`config.mk`:
```
export PLATFORM = sky130hd
export DESIGN_NAME = updown_counter_mod
export DESIGN_NICKNAME = d
export VERILOG_FILES = /design/src/rtl/updown_counter_mod.sv
export SDC_FILE = /design/constraint.sdc
export NUM_CORES = 1
export LEC_CHECK = 0
export BUFFER_PORTS_ARGS = -buffer_cell sky130_fd_sc_hd__clkbuf_2
export CORE_AREA = 4 4 41 43
export CTS_CLUSTER_SIZE = 24
export DETAILED_ROUTE_END_ITERATION = 6
export DIE_AREA = 0 0 45 47
export PLACE_DENSITY = 0.57
export SETUP_SLACK_MARGIN = 0.5
export SYNTH_ARGS = -nofsm -noshare
export SYNTH_HDL_FRONTEND = slang
export SYNTH_SLANG_ARGS = --single-unit
```
`constraint.sdc`:
```
create_clock -name clk -period 1.3 [get_ports clk]
set_input_delay 0.13 -clock clk [delete_from_list [all_inputs] [get_ports clk]]
set_output_delay 0.13 -clock clk [all_outputs]
set_load 0.02 [all_outputs]
```
`src/rtl/updown_counter_mod.sv`:
```
// Parametrised up/down counter with arbitrary modulus, wrap or saturate mode,
// sync clear, parallel load, combinational terminal count and registered
// wrap/error pulses. Chain stages by feeding one stage's tc to the next en.
module updown_counter_mod #(
    parameter int unsigned     WIDTH   = 3,
    parameter longint unsigned MODULUS = 8
) (
    input  logic             clk,
    input  logic             nrst,
    input  logic             en,
    input  logic             down,
    input  logic             sat,
    input  logic             clr,
    input  logic             load,
    input  logic [WIDTH-1:0] d,
    output logic [WIDTH-1:0] q,
    output logic             tc,
    output logic             wrap,
    output logic             err
);

    // Highest legal count, held at counter width so every compare is WIDTH bits.
    localparam logic [WIDTH-1:0] MAX_Q = WIDTH'(MODULUS - 64'd1);

    // Reject illegal parameter combinations at elaboration.
    generate
        if ((WIDTH < 1) || (WIDTH > 32) || (MODULUS < 2) ||
            (MODULUS > (64'd1 << WIDTH))) begin : g_bad_params
            $error("updown_counter_mod: illegal WIDTH/MODULUS combination");
        end
    endgenerate

    logic [WIDTH-1:0] r_q;
    logic             r_wrap;
    logic             r_err;

    logic [WIDTH-1:0] w_q_d;
    logic             w_wrap_d;
    logic             w_err_d;
    logic             w_at_max;
    logic             w_at_zero;
    logic             w_load_oor;

    assign w_at_max   = (r_q == MAX_Q);
    assign w_at_zero  = (r_q == '0);
    assign w_load_oor = (d > MAX_Q);

    // Next-state: clr beats load beats en; pulses default low every edge.
    always_comb begin
        w_q_d    = r_q;
        w_wrap_d = 1'b0;
        w_err_d  = 1'b0;
        if (clr) begin
            w_q_d = '0;
        end else if (load) begin
            if (w_load_oor) begin
                // Clamp so q can never leave 0..MODULUS-1.
                w_q_d   = MAX_Q;
                w_err_d = 1'b1;
            end else begin
                w_q_d = d;
            end
        end else if (en) begin
            if (down) begin
                if (!w_at_zero) begin
                    w_q_d = r_q - 1'b1;
                end else if (!sat) begin
                    w_q_d    = MAX_Q;
                    w_wrap_d = 1'b1;
                end
            end else begin
                if (!w_at_max) begin
                    w_q_d = r_q + 1'b1;
                end else if (!sat) begin
                    w_q_d    = '0;
                    w_wrap_d = 1'b1;
                end
            end
        end
    end

    // State register with asynchronous active-low reset.
    always_ff @(posedge clk or negedge nrst) begin
        if (!nrst) begin
            r_q    <= '0;
            r_wrap <= 1'b0;
            r_err  <= 1'b0;
        end else begin
            r_q    <= w_q_d;
            r_wrap <= w_wrap_d;
            r_err  <= w_err_d;
        end
    end

    // Terminal count ignores sat so a saturated stage still reports its bound;
    // suppressed while clr/load override the count.
    always_comb begin
        tc = en & ~clr & ~load & (down ? w_at_zero : w_at_max);
    end

    assign q    = r_q;
    assign wrap = r_wrap;
    assign err  = r_err;

endmodule
```
; ---- After elaboration in Yosys (flattened, before gate mapping)
; Cells that the tools add are included.
[word_totals]
regBits = 5
input_bits = 10
output_inout_bits = 6
wordCells = 37
[op_classes]
addsub = 2
n_lt_le_gt_ge = 1
eq_ne = 3
mux = 20
n_bitwise = 5
reduce_logical = 3
[op_table]
columns = op, n
row1 = two-way mux 3 bit, 9
row2 = two-way mux 1 bit, 11
row3 = inequality test 5 bit (second input constant), 2
row4 = adder 3 x 1 -> 3 bit (second input constant), 1
row5 = bitwise AND 1 bit, 3
row6 = == test 3 bit (second input constant), 1
row7 = greater-than comparator 3 bit (second input constant), 1
row8 = zero test 3 bit, 1
row9 = AND reduction 3 bit, 1
row10 = nonzero test 3 bit, 1
row11 = subtractor 3 x 1 -> 3 bit (second input constant), 1
row12 = inverter 1 bit, 2

; ---- Depth between registers and ports, before layout
; Gate-level depths: netlist (run 1).
[depth]
depth_word = 6
ltp_mapped = 6
ltp_nobuf = 6

; ---- Worst setup path after synthesis (run 1)
; No wires, ideal clock.
[synth_path]
kind = register to register
startpoint = reg r_q[0] (netlist: q[0])
endpoint = reg r_q[2] (netlist: q[2])
setup_ps = 76
arrival_ps = 1486
t_required_ps = 1224
slack_ps = -262
path_stages_with_launch = 7
path_buffers = 0
period_less_slack_ps = 1562
cell_sequence = dfrtp_1 > ha_1 > ha_1 > mux2_4 > a21boi_2 > o21ai_1 > o21ai_1
[synth_between]
elab_chain_cells = 6
elab_cells_between_ends = 13
cone_classes = 2 x add/sub / 3 x eq/ne / 6 x mux / 2 x reduce/logical
[synth_rtl]
columns = element, line
row1 = start: declaration, 33  ; logic [WIDTH-1:0] r_q;
row2 = start signal: assignment, 89  ; r_q <= w_q_d;
row3 = "adder 3 x 1 -> 3 bit, or another cell as far along", 73  ; w_q_d = r_q + 1'b1;
row4 = two-way mux 3 bit (on tied branches), "72, 65"
row5 = two-way mux 3 bit, 64  ; if (down) begin
row6 = two-way mux 3 bit, 63  ; end else if (en) begin
row7 = two-way mux 3 bit, 55  ; end else if (load) begin
row8 = two-way mux 3 bit, 53  ; if (clr) begin
; Parallel ways exist; a longest one is shown, timed or not. The select of a mux whose other input is x is not followed.
; A chain may end at the register's enable or synchronous reset.

; ---- Final worst setup path (run 1)
[layout_path]
startpoint = reg r_q[1] (netlist: q[1])
endpoint = out tc
[layout_between]
elab_chain_cells = 3
elab_cells_between_ends = 4
cone_classes = 1 x eq/ne / 1 x mux / 1 x bitwise / 1 x reduce/logical
[layout_rtl]
columns = element, line
row1 = == test 3 bit / zero test 3 bit (equally long branches), "44, 45"
row2 = two-way mux 1 bit *, 98  ; tc = en & ~clr & ~load & (down ? w_at_zero : w_at_max);
row3 = bitwise AND 1 bit *, 98
row4 = end: declaration, 17  ; output logic tc,
; Mark *: on every way between the ends. The rest lies on a longest branch, timed or not.

==> impl_metrics.ini, run 1 <==
[status]
status = finished with violations
violations = negative setup slack

[floorplanning]
die_w_um = 45
die_y_um = 47
initial_core_util_pct = 31.35
core_sq_um = 1301
pin_count = 16
die-area_sq_um = 2115
row_count = 13

[synth]
synth_top_family_by_area = simple AND/OR/NAND/NOR gates
synth_nets = 57
synthMuxAreaShare_pct = 11.04
synthAdderAreaFrac_pct = 15.34
synth.largest_area_cell = dfrtp_1
yosys-top-cells-area = dfrtp_1 (31%), ha_1 (15%), mux2i_1 (7.4%), a22o_1 (4.3%), mux2_4 (3.7%)
synthArstFlopShare_pct = 100.0
synth_xor_xnor_area_share_pct = 0
ys_seq_elements = 5
netlist_instances = 42
synth_warnings = 0
synth-compound-area-share_pct = 15.64
synth_area_per_cell_sq_um = 9.712
synth_edf_count = 0
yosysUniqueCellTypes = 22
yosysSeqAreaShare_pct = 30.67
synthSimpleGateAreaFrac_pct = 21.78
synth_flop_cell = dfrtp_1
syn_area_sq_um = 407.9
synth.top_cell.area_share_pct = 30.67

[cts]
tritoncts = yes
insertion_delay_ps = 250
root_buffer = clkbuf_4
cts.htree.levels = 1
clkTransAtPathRegs_ps = 50
cts_buffers = 3
cts.sinks = 5
cts_buffer_depth = 2

[detailed_routing]
drt_first_pass_iters = 4
via_per_inst = 5.033
vias = 458
drt-initial-drc-count = 11
routed_wl_um = 1154
met2WireLength_um = 509
drc = 0
drt-met1-wl_um = 474
top_layer = met4
antenna_left = 0
wl_per_cell_um = 12.68
wl_met3_um = 93

[finish]
postLayoutCoreUtil_pct = 59.42
final_cells = 91
final_cell_mix = buf_4 (14), clkbuf_2 (9), ha_4 (4), clkbuf_8 (4)
layout.nets = 92
syn_to_final_growth_pct = 89.57
final_layout_size_suffix_gt1_share_pct = 68.42
final_common_cell = buf_4
diodes = 0

[sta]
finalWorstSetupSlack_ps = -234.7
drv_slew = 0
clock.fmax_mhz = 651.6
fin_crit_sh_pct = 118.1
hold_viol_final = 0
skew_ps = 5.393
setup_viol = 4
rsz0062_at_grt = yes
fin_tns_setup_ps = -805.8
fin_crit_ps = 1535

[critical_path]
required_ps = 1170
crit_path_max_incr_delay_ps = 430
crit_arrival_ps = 1400
crit_top_cell = ha_4
worstSetupPathType = flop to primary output
cp-start-kind = flop
endpoint_kind = primary output
worstPathCellList = ha_4, ha_4, mux2i_2, nor2_2, clkbuf_8
cp_max_fo = 3
slowest_stage = dfrtp_2

[global_routing]
grt_util_all_layers_pct = 12.28
grt_max_degree = 10
grt_pass1_wl_um = 1718
gr-total-overflow = 0
grt_antenna_before_repair = 0
grt_pass1_vias = 414

[pwr]
clkPwrFrac_pct = 29.5
intPower_uw = 443.9
p_comb_share_pct = 41.7
p_sw_uw = 200.9
power-per-cell-area_nw_per_um2 = 833.9
p_seq_share_pct = 28.8
ir_drop_mv = 0.3750
p_sw_share_pct = 31.15
p_leak_nw = 0.3629

[placement]
place.gp.congestion = 0.6952
dp_cells = 80
portBuffers = 15
dp_hpwl_um = 806.5
pre_cts_ws_ps = -129.6

[flow_run]
cap_violations = 0

[min_path]
hold_class = input port to flop
==> metal layers <==
| layer | global-route usage (%) | up-vias |
|---|---|---|
| li1 | - | 214 |
| met1 | 12.61 | 212 |
| met2 | 18.64 | 23 |
| met3 | 5.364 | 9 |
| met4 | 11.70 | 0 |
| met5 | 0 | - |
==> layout make-up <==
type	count	area [sq um]
flip-flops and latches	5	128.9
multi-input cells	34	342.8
inverters	2	7.507
clock buffers	4	26.28
well taps	15	18.77
fillers	120	528.0
repair buffers	31	249.0
==> worst max-delay path, delay by kind of cell, from the launching register on <==
family,cells,cell delay [ps]
fa+ha+maj,2,340
simple gates,1,50
flops,1,430
buf+inv,1,150
mux,1,190
==> stage by stage <==
step	area, sq um	power, mW	hold WS, ps
2_1_floorplan	455.4	0.3015	-165.6
5_1_grt	773.2	0.6807	101.6
6_report	773.2	0.6448	75.99
3_3_place_gp	605.6	0.3843	-50.62
4_1_cts	739.5	0.6240	79.01
3_5_place_dp	605.6	0.3860	-44.38
==> registers in the layout (all words and copies together), names as in the netlist <==
name,count
q,3
err,1
wrap,1
==> worst paths after layout <==
path	startpoint	to	slack, ps	depth (start not counted)
max	q[1]	tc	-230	5
min	d[2]	q[2]	80	3
max reg2reg	q[0]	q[0]	-220	8
min reg2reg	q[2]	q[2]	720	2
max in group asynchronous	nrst	q[0]	910	2
min in group asynchronous	nrst	wrap	230	2
==> what timing repair did <==
action,in CTS,in global routing
pin swaps,5,1
hold buffers,1,0
resized for setup,18,4
hold endpoints to repair,5,0
setup buffers,3,3
endpoints found under the setup margin,10,10
==> logic make-up (layout without fill, tap and decap cells) <==
family                   after synthesis  after routing
flip-flops                             5              5
buffers and inverters                  3             37
multiplexers                           4              4
AND/OR/NAND/NOR                       15             15
adder cells (fa/ha/maj)                5              5
AO/OA/AOI/OAI                          9              9
other                                  1              1
==> power by group through the flow <==
stage / clock network (mW) / registers, mW / logic (mW)
global route: 0.201 / 0.187 / 0.293
global placement: 0 / 0.185 / 0.199
floorplan: 0 / 0.197 / 0.105
detailed placement: 0 / 0.185 / 0.201
CTS: 0.193 / 0.186 / 0.245
finish: 0.190 / 0.186 / 0.269
==> synthesized netlist by cell type (2+ instances only) <==
| cell | n |
|---|---|
| dfrtp_1 | 5 |
| ha_1 | 5 |
| mux2i_1 | 3 |
| nand2_1 | 3 |
| nor2_1 | 3 |
| a22o_1 | 2 |
| inv_1 | 2 |
| nor2b_1 | 2 |
| nor3_1 | 2 |
| o21ai_1 | 2 |
| o22ai_1 | 2 |
Power figures use the tool's default switching activity.
==> run 2: changes to the inputs <==
--- a/config.mk
+++ b/config.mk
@@ -10,8 +10,9 @@
 export CTS_CLUSTER_SIZE = 24
 export DETAILED_ROUTE_END_ITERATION = 6
 export DIE_AREA = 0 0 45 47
-export PLACE_DENSITY = 0.57
-export SETUP_SLACK_MARGIN = 0.5
+export GPL_TIMING_DRIVEN = 1
+export PLACE_DENSITY = 0.65
+export SETUP_SLACK_MARGIN = 0.15
 export SYNTH_ARGS = -nofsm -noshare
 export SYNTH_HDL_FRONTEND = slang
 export SYNTH_SLANG_ARGS = --single-unit
==> run 2 against run 1 <==
  * The run still ends with negative setup slack left
  * Cell area decreased by 8.6%
  * Flip-flop and latch count stayed put
  * Utilization fell by 5.1 points
  * Non-clock buffer count shrank 5
  * Sequential power hardly changed
  * Via count is 10% lower
  * Routed wire length is 0.61% higher
  * Largest cell class unchanged
  * Largest power group unchanged
  * Highest routed layer is now met3
==> impl_metrics.ini, run 2 (synthesis gave the netlist of run 1 again) <==
[status]
status = finished with violations
violations = negative setup slack

[pwr]
p_seq_share_pct = 30.4
p_sw_share_pct = 31.19
intPower_uw = 421.0
power-per-cell-area_nw_per_um2 = 865.5
ir_drop_mv = 0.4145
clkPwrFrac_pct = 29.5
p_sw_uw = 190.9
p_comb_share_pct = 40.1
p_leak_nw = 0.3309

[min_path]
whs_path_depth = 3
hold_class = input port to flop

[floorplanning]
die_w_um = 45
core_sq_um = 1301
initial_core_util_pct = 31.35
die-area_sq_um = 2115
die_y_um = 47
row_count = 13
pin_count = 16

[global_routing]
grt_pass1_wl_um = 1738
gr-total-overflow = 0
grt_max_degree = 10
grt_pass1_vias = 384
grt_antenna_before_repair = 0
grt_util_all_layers_pct = 11.97

[placement]
place.gp.congestion = 0.7737
place_area_sq_um = 583.1
dp_hpwl_um = 858.4
portBuffers = 15
pre_cts_ws_ps = -161.3

[cts]
cts_buffers = 3
insertion_delay_ps = 240
cts.htree.levels = 1
root_buffer = clkbuf_4
cts.sinks = 5
tritoncts = yes
cts_buffer_depth = 2
clkTransAtPathRegs_ps = 40

[critical_path]
r2r_cells = 7
endpoint_kind = primary output
slowest_stage = dfrtp_2
cp-start-kind = flop
crit_family = flip-flops
crit_arrival_ps = 1410
worstPathCellList = ha_4, ha_4, mux2i_2, nor2_2, clkbuf_8
crit_cells = 5
crit_path_max_incr_delay_ps = 440
required_ps = 1170
path_buf_inv = 1
crit_top_cell = ha_4
cp_max_fo = 4
worstSetupPathType = flop to primary output

[finish]
final_cell_mix = clkbuf_2 (13), buf_4 (8), ha_4 (4)
finalInstanceArea_sq_um = 706.9
layout.nets = 87
syn_to_final_growth_pct = 73.31
final_layout_size_suffix_gt1_share_pct = 64.79
largest_reg_flops = 3
final_common_cell = clkbuf_2
diodes = 0

[sta]
hold_viol_final = 0
fin_crit_sh_pct = 118.5
finalWorstSetupSlack_ps = -240.8
clock.fmax_mhz = 649.0
drv_slew = 0
rsz0062_at_grt = yes
skew_ps = 2.983
whs_ps = 94.94
setup_viol = 4
fin_crit_ps = 1541

[detailed_routing]
drc = 0
drt-initial-drc-count = 7
wl_per_cell_um = 13.50
routed_wl_um = 1161
antenna_left = 0
via_per_inst = 4.791
drt_first_pass_iters = 3
vias = 412

[flow_run]
cap_violations = 0
[run 2: cell types whose count changed in the layout (fill, tap and decap cells not counted)]
cell and change:
buf_8 +1, nor3_1 +2, nor3_2 -2, o22ai_2 +1, o22ai_1 -1, buf_4 -6
clkbuf_2 +4, buf_6 -1, clkbuf_8 -3
[run 2: worst paths after layout]
check                           slack (ps)  from   end
worst min register to register         730  q[2]  q[2]
max in group asynchronous              910  nrst  q[1]
worst max-delay path                  -240  q[0]    tc
worst min-delay path                    90  d[2]  q[2]
min in group asynchronous              240  nrst  q[2]
worst max register to register        -180  q[0]  q[1]
[run 2: layer usage]
metal  vias up  wire, um  global-route usage [%]
met3         0        69                   5.364
met2        15       597                   20.62
li1        207         -                       -
met1       190       494                   12.84
met4         0         0                   4.678
met5         -         0                       0
[run 2: worst reg2reg max path, delay by kind of cell (launching register included)]
kind | cells | cell delay [ps]
DFF | 1 | 410
AOI/OAI and AO/OA | 2 | 340
buffers and inverters | 2 | 210
adders and majority gates | 1 | 170
muxes | 1 | 120
and+or+nand+nor | 1 | 130
[run 2: metrics by stage]
stage	utilization (%)	total power [mW]	setup TNS [ps]	cells
6_report	54.33	0.6118	-758.3	86
5_1_grt	54.33	0.6514	-1079	86
4_1_cts	53.17	0.6073	-749.2	85
3_5_place_dp	44.81	0.3781	-585.9	77
3_3_place_gp	44.81	0.3740	-465.4	77
2_1_floorplan	-	0.3015	-383.5	42
[run 2: area by class of cell]
cell class	instances	area, sq um
Fill cell	120	594.3
Timing Repair Buffer	26	186.4
Inverter	2	7.507
Tap cell	15	18.77
Clock buffer	4	26.28
Multi-Input combinational cell	34	339.1
Sequential cell	5	128.9
[run 2: repair_timing]
| action | CTS | global route |
|---|---|---|
| pin swaps | 3 | 1 |
| buffers inserted | 3 | 1 |
| endpoints found under the hold margin | 5 | 0 |
| hold buffers | 1 | 0 |
| endpoints found under the setup margin | 6 | 6 |
| resized for setup | 12 | 2 |
[run 2: power groups by stage]
stage	logic (mW)	registers, mW	clock network, mW
global placement	0.190	0.184	0
detailed placement	0.193	0.185	0
CTS	0.231	0.186	0.190
global route	0.266	0.188	0.197
floorplan	0.105	0.197	0
finish	0.245	0.186	0.181
==> run 3: changes to the inputs <==
--- a/config.mk
+++ b/config.mk
@@ -11,7 +11,7 @@
 export DETAILED_ROUTE_END_ITERATION = 6
 export DIE_AREA = 0 0 45 47
 export GPL_TIMING_DRIVEN = 1
-export PLACE_DENSITY = 0.65
+export PLACE_DENSITY = 0.63
 export SETUP_SLACK_MARGIN = 0.15
 export SYNTH_ARGS = -nofsm -noshare
 export SYNTH_HDL_FRONTEND = slang
==> constraint.sdc (replaced) <==
create_clock -name clk -period 1.9 [get_ports clk]
set_input_delay 0.19 -clock clk [delete_from_list [all_inputs] [get_ports clk]]
set_output_delay 0.19 -clock clk [all_outputs]
set_load 0.02 [all_outputs]
==> run 3 against run 2 <==
  * The flow now finishes without violations
  * Worst setup slack gained 480 ps
  * Flip-flop and latch count is the same
  * Final cell count is 10% lower
  * Sequential share of layout area is 4.7 points higher
  * Utilization down 12 points
  * Largest power group is now sequential cells
  * Combinational power fell by 54%
  * Total power down 42%
  * Register-to-register slack improved by 490 ps
  * Die area did not move
  * Critical path depth grew 1
  * Cell area decreased by 23%
  * Non-clock buffer count fell by 9
==> impl_metrics.ini, run 3 (synthesis gave the netlist of run 1 again) <==
[finish]
final_layout_size_suffix_gt1_share_pct = 43.55
largest_reg_flops = 3
syn_to_final_growth_pct = 34.05
final_common_cell = clkbuf_2
diodes = 0
nFillCells = 136
final_cells = 77
final_cell_mix = clkbuf_2 (14), dfrtp_1 (5), ha_1 (4)
layout.nets = 78

[floorplanning]
die_y_um = 47
row_count = 13
initial_core_util_pct = 31.35
pin_count = 16
core_sq_um = 1301
die_w_um = 45
die-area_sq_um = 2115

[pwr]
ir_drop_mv = 0.4455
p_sw_share_pct = 30.13
p_leak_nw = 0.2896
p_seq_share_pct = 34.6
power-per-cell-area_nw_per_um2 = 652.9
clkPwrFrac_pct = 34.0
p_sw_uw = 107.6
p_comb_share_pct = 31.5
intPower_uw = 249.4

[sta]
hold_viol_final = 0
fin_crit_sh_pct = 87.19
clock.fmax_mhz = 603.7
skew_ps = 5.533
fin_tns_setup_ps = 0
setup_viol = 0
drv_slew = 0
rsz0062_at_grt = no
fin_crit_ps = 1657

[global_routing]
grt_util_met2_pct = 15.82
grt_pass1_vias = 348
grt_util_all_layers_pct = 9.921
grt_pass1_wl_um = 1449
grt_max_degree = 10
grt_antenna_before_repair = 0
grt.met1_usage_pct = 11.75
gr-total-overflow = 0
use_met3_pct = 4.598
grt-busiest-layer = met2

[status]
status = complete, no violations

[placement]
dp_cells = 71
place.gp.congestion = 0.6909
dp_hpwl_um = 743.1
portBuffers = 15

[detailed_routing]
drt_first_pass_iters = 2
drt-initial-drc-count = 9
via_per_inst = 4.714
antenna_left = 0
drc = 0
wl_per_cell_um = 12.14
vias = 363
routed_wl_um = 935

[critical_path]
endpoint_kind = primary output
crit_arrival_ps = 1470
required_ps = 1710
worstSetupPathType = flop to primary output
cp-start-kind = flop
cp_max_fo = 4

[cts]
cts_buffers = 3
clkTransAtPathRegs_ps = 40
tritoncts = yes
cts.sinks = 5
root_buffer = clkbuf_4
insertion_delay_ps = 240
cts.htree.levels = 1
cts_buffer_depth = 2

[min_path]
hold_class = input port to flop

[flow_run]
cap_violations = 0
[run 3: cell count changes in the layout (fill, tap and decap cells not counted), sizes merged]
cell,delta
buf,-9
[run 3: layer usage]
layer	part of all wire (%)	wire [um]	up-vias
met3	7.5	70	0
met2	49	460	15
li1	-	-	188
met1	43	403	160
met5	0	0	-
met4	0	0	0
[run 3: final cells by class]
type	count	area [sq um]	area share, %
multi-input cells	34	274.0	50.11
flip-flops and latches	5	125.1	22.88
repair buffers	17	95.09	17.39
clock buffers	4	26.28	4.805
well taps	15	18.77	3.432
inverters	2	7.507	1.373
[run 3: final timing paths]
| path | startpoint | endpoint | slack [ps] | depth (start not counted) |
|---|---|---|---|---|
| setup / recovery | q[0] | tc | 240 | 6 |
| hold / removal | d[2] | q[2] | 170 | 3 |
| setup reg to reg | q[0] | q[2] | 310 | 6 |
| hold reg to reg | q[1] | q[1] | 770 | 3 |
| max in group asynchronous | nrst | q[1] | 1470 | 2 |
| min in group asynchronous | nrst | q[2] | 300 | 2 |
[run 3: what timing repair did]
action	CTS	global route
buffers inserted	0	1
endpoints found under the hold margin	5	0
endpoints found under the setup margin	1	1
hold buffers	1	0
gates resized for setup	3	4
[run 3: critical path, stage by stage, from the launching register on]
cell and delay (ps):
dfrtp_1 410, inv_2 80, ha_2 210, nor2b_4 130, mux2i_1 190, nor2_1 70, buf_4 150
[run 3: per-stage QoR]
| stage | worst slack, ps | cell area, sq um | hold slack, ps | util [%] | power, mW |
|---|---|---|---|---|---|
| after floorplan | 304.2 | 407.9 | -105.6 | - | 0.1932 |
| after global routing | 153.9 | 546.8 | 174.7 | 42.02 | 0.3836 |
| after detailed placement | 289.2 | 490.5 | 10.29 | 37.69 | 0.2244 |
| after global placement | 303.9 | 490.5 | 7.257 | 37.69 | 0.2221 |
| after CTS | 155.5 | 536.8 | 167.8 | 41.25 | 0.3584 |
| final | 243.4 | 546.8 | 170.4 | 42.02 | 0.3570 |
[run 3: power by group through the flow]
stage	clock, mW	sequential (mW)	combinational [mW]
after floorplan	0	0.130	0.0627
after global placement	0	0.123	0.0988
after detailed placement	0	0.123	0.101
after CTS	0.128	0.123	0.108
after global routing	0.136	0.124	0.124
final	0.121	0.123	0.112
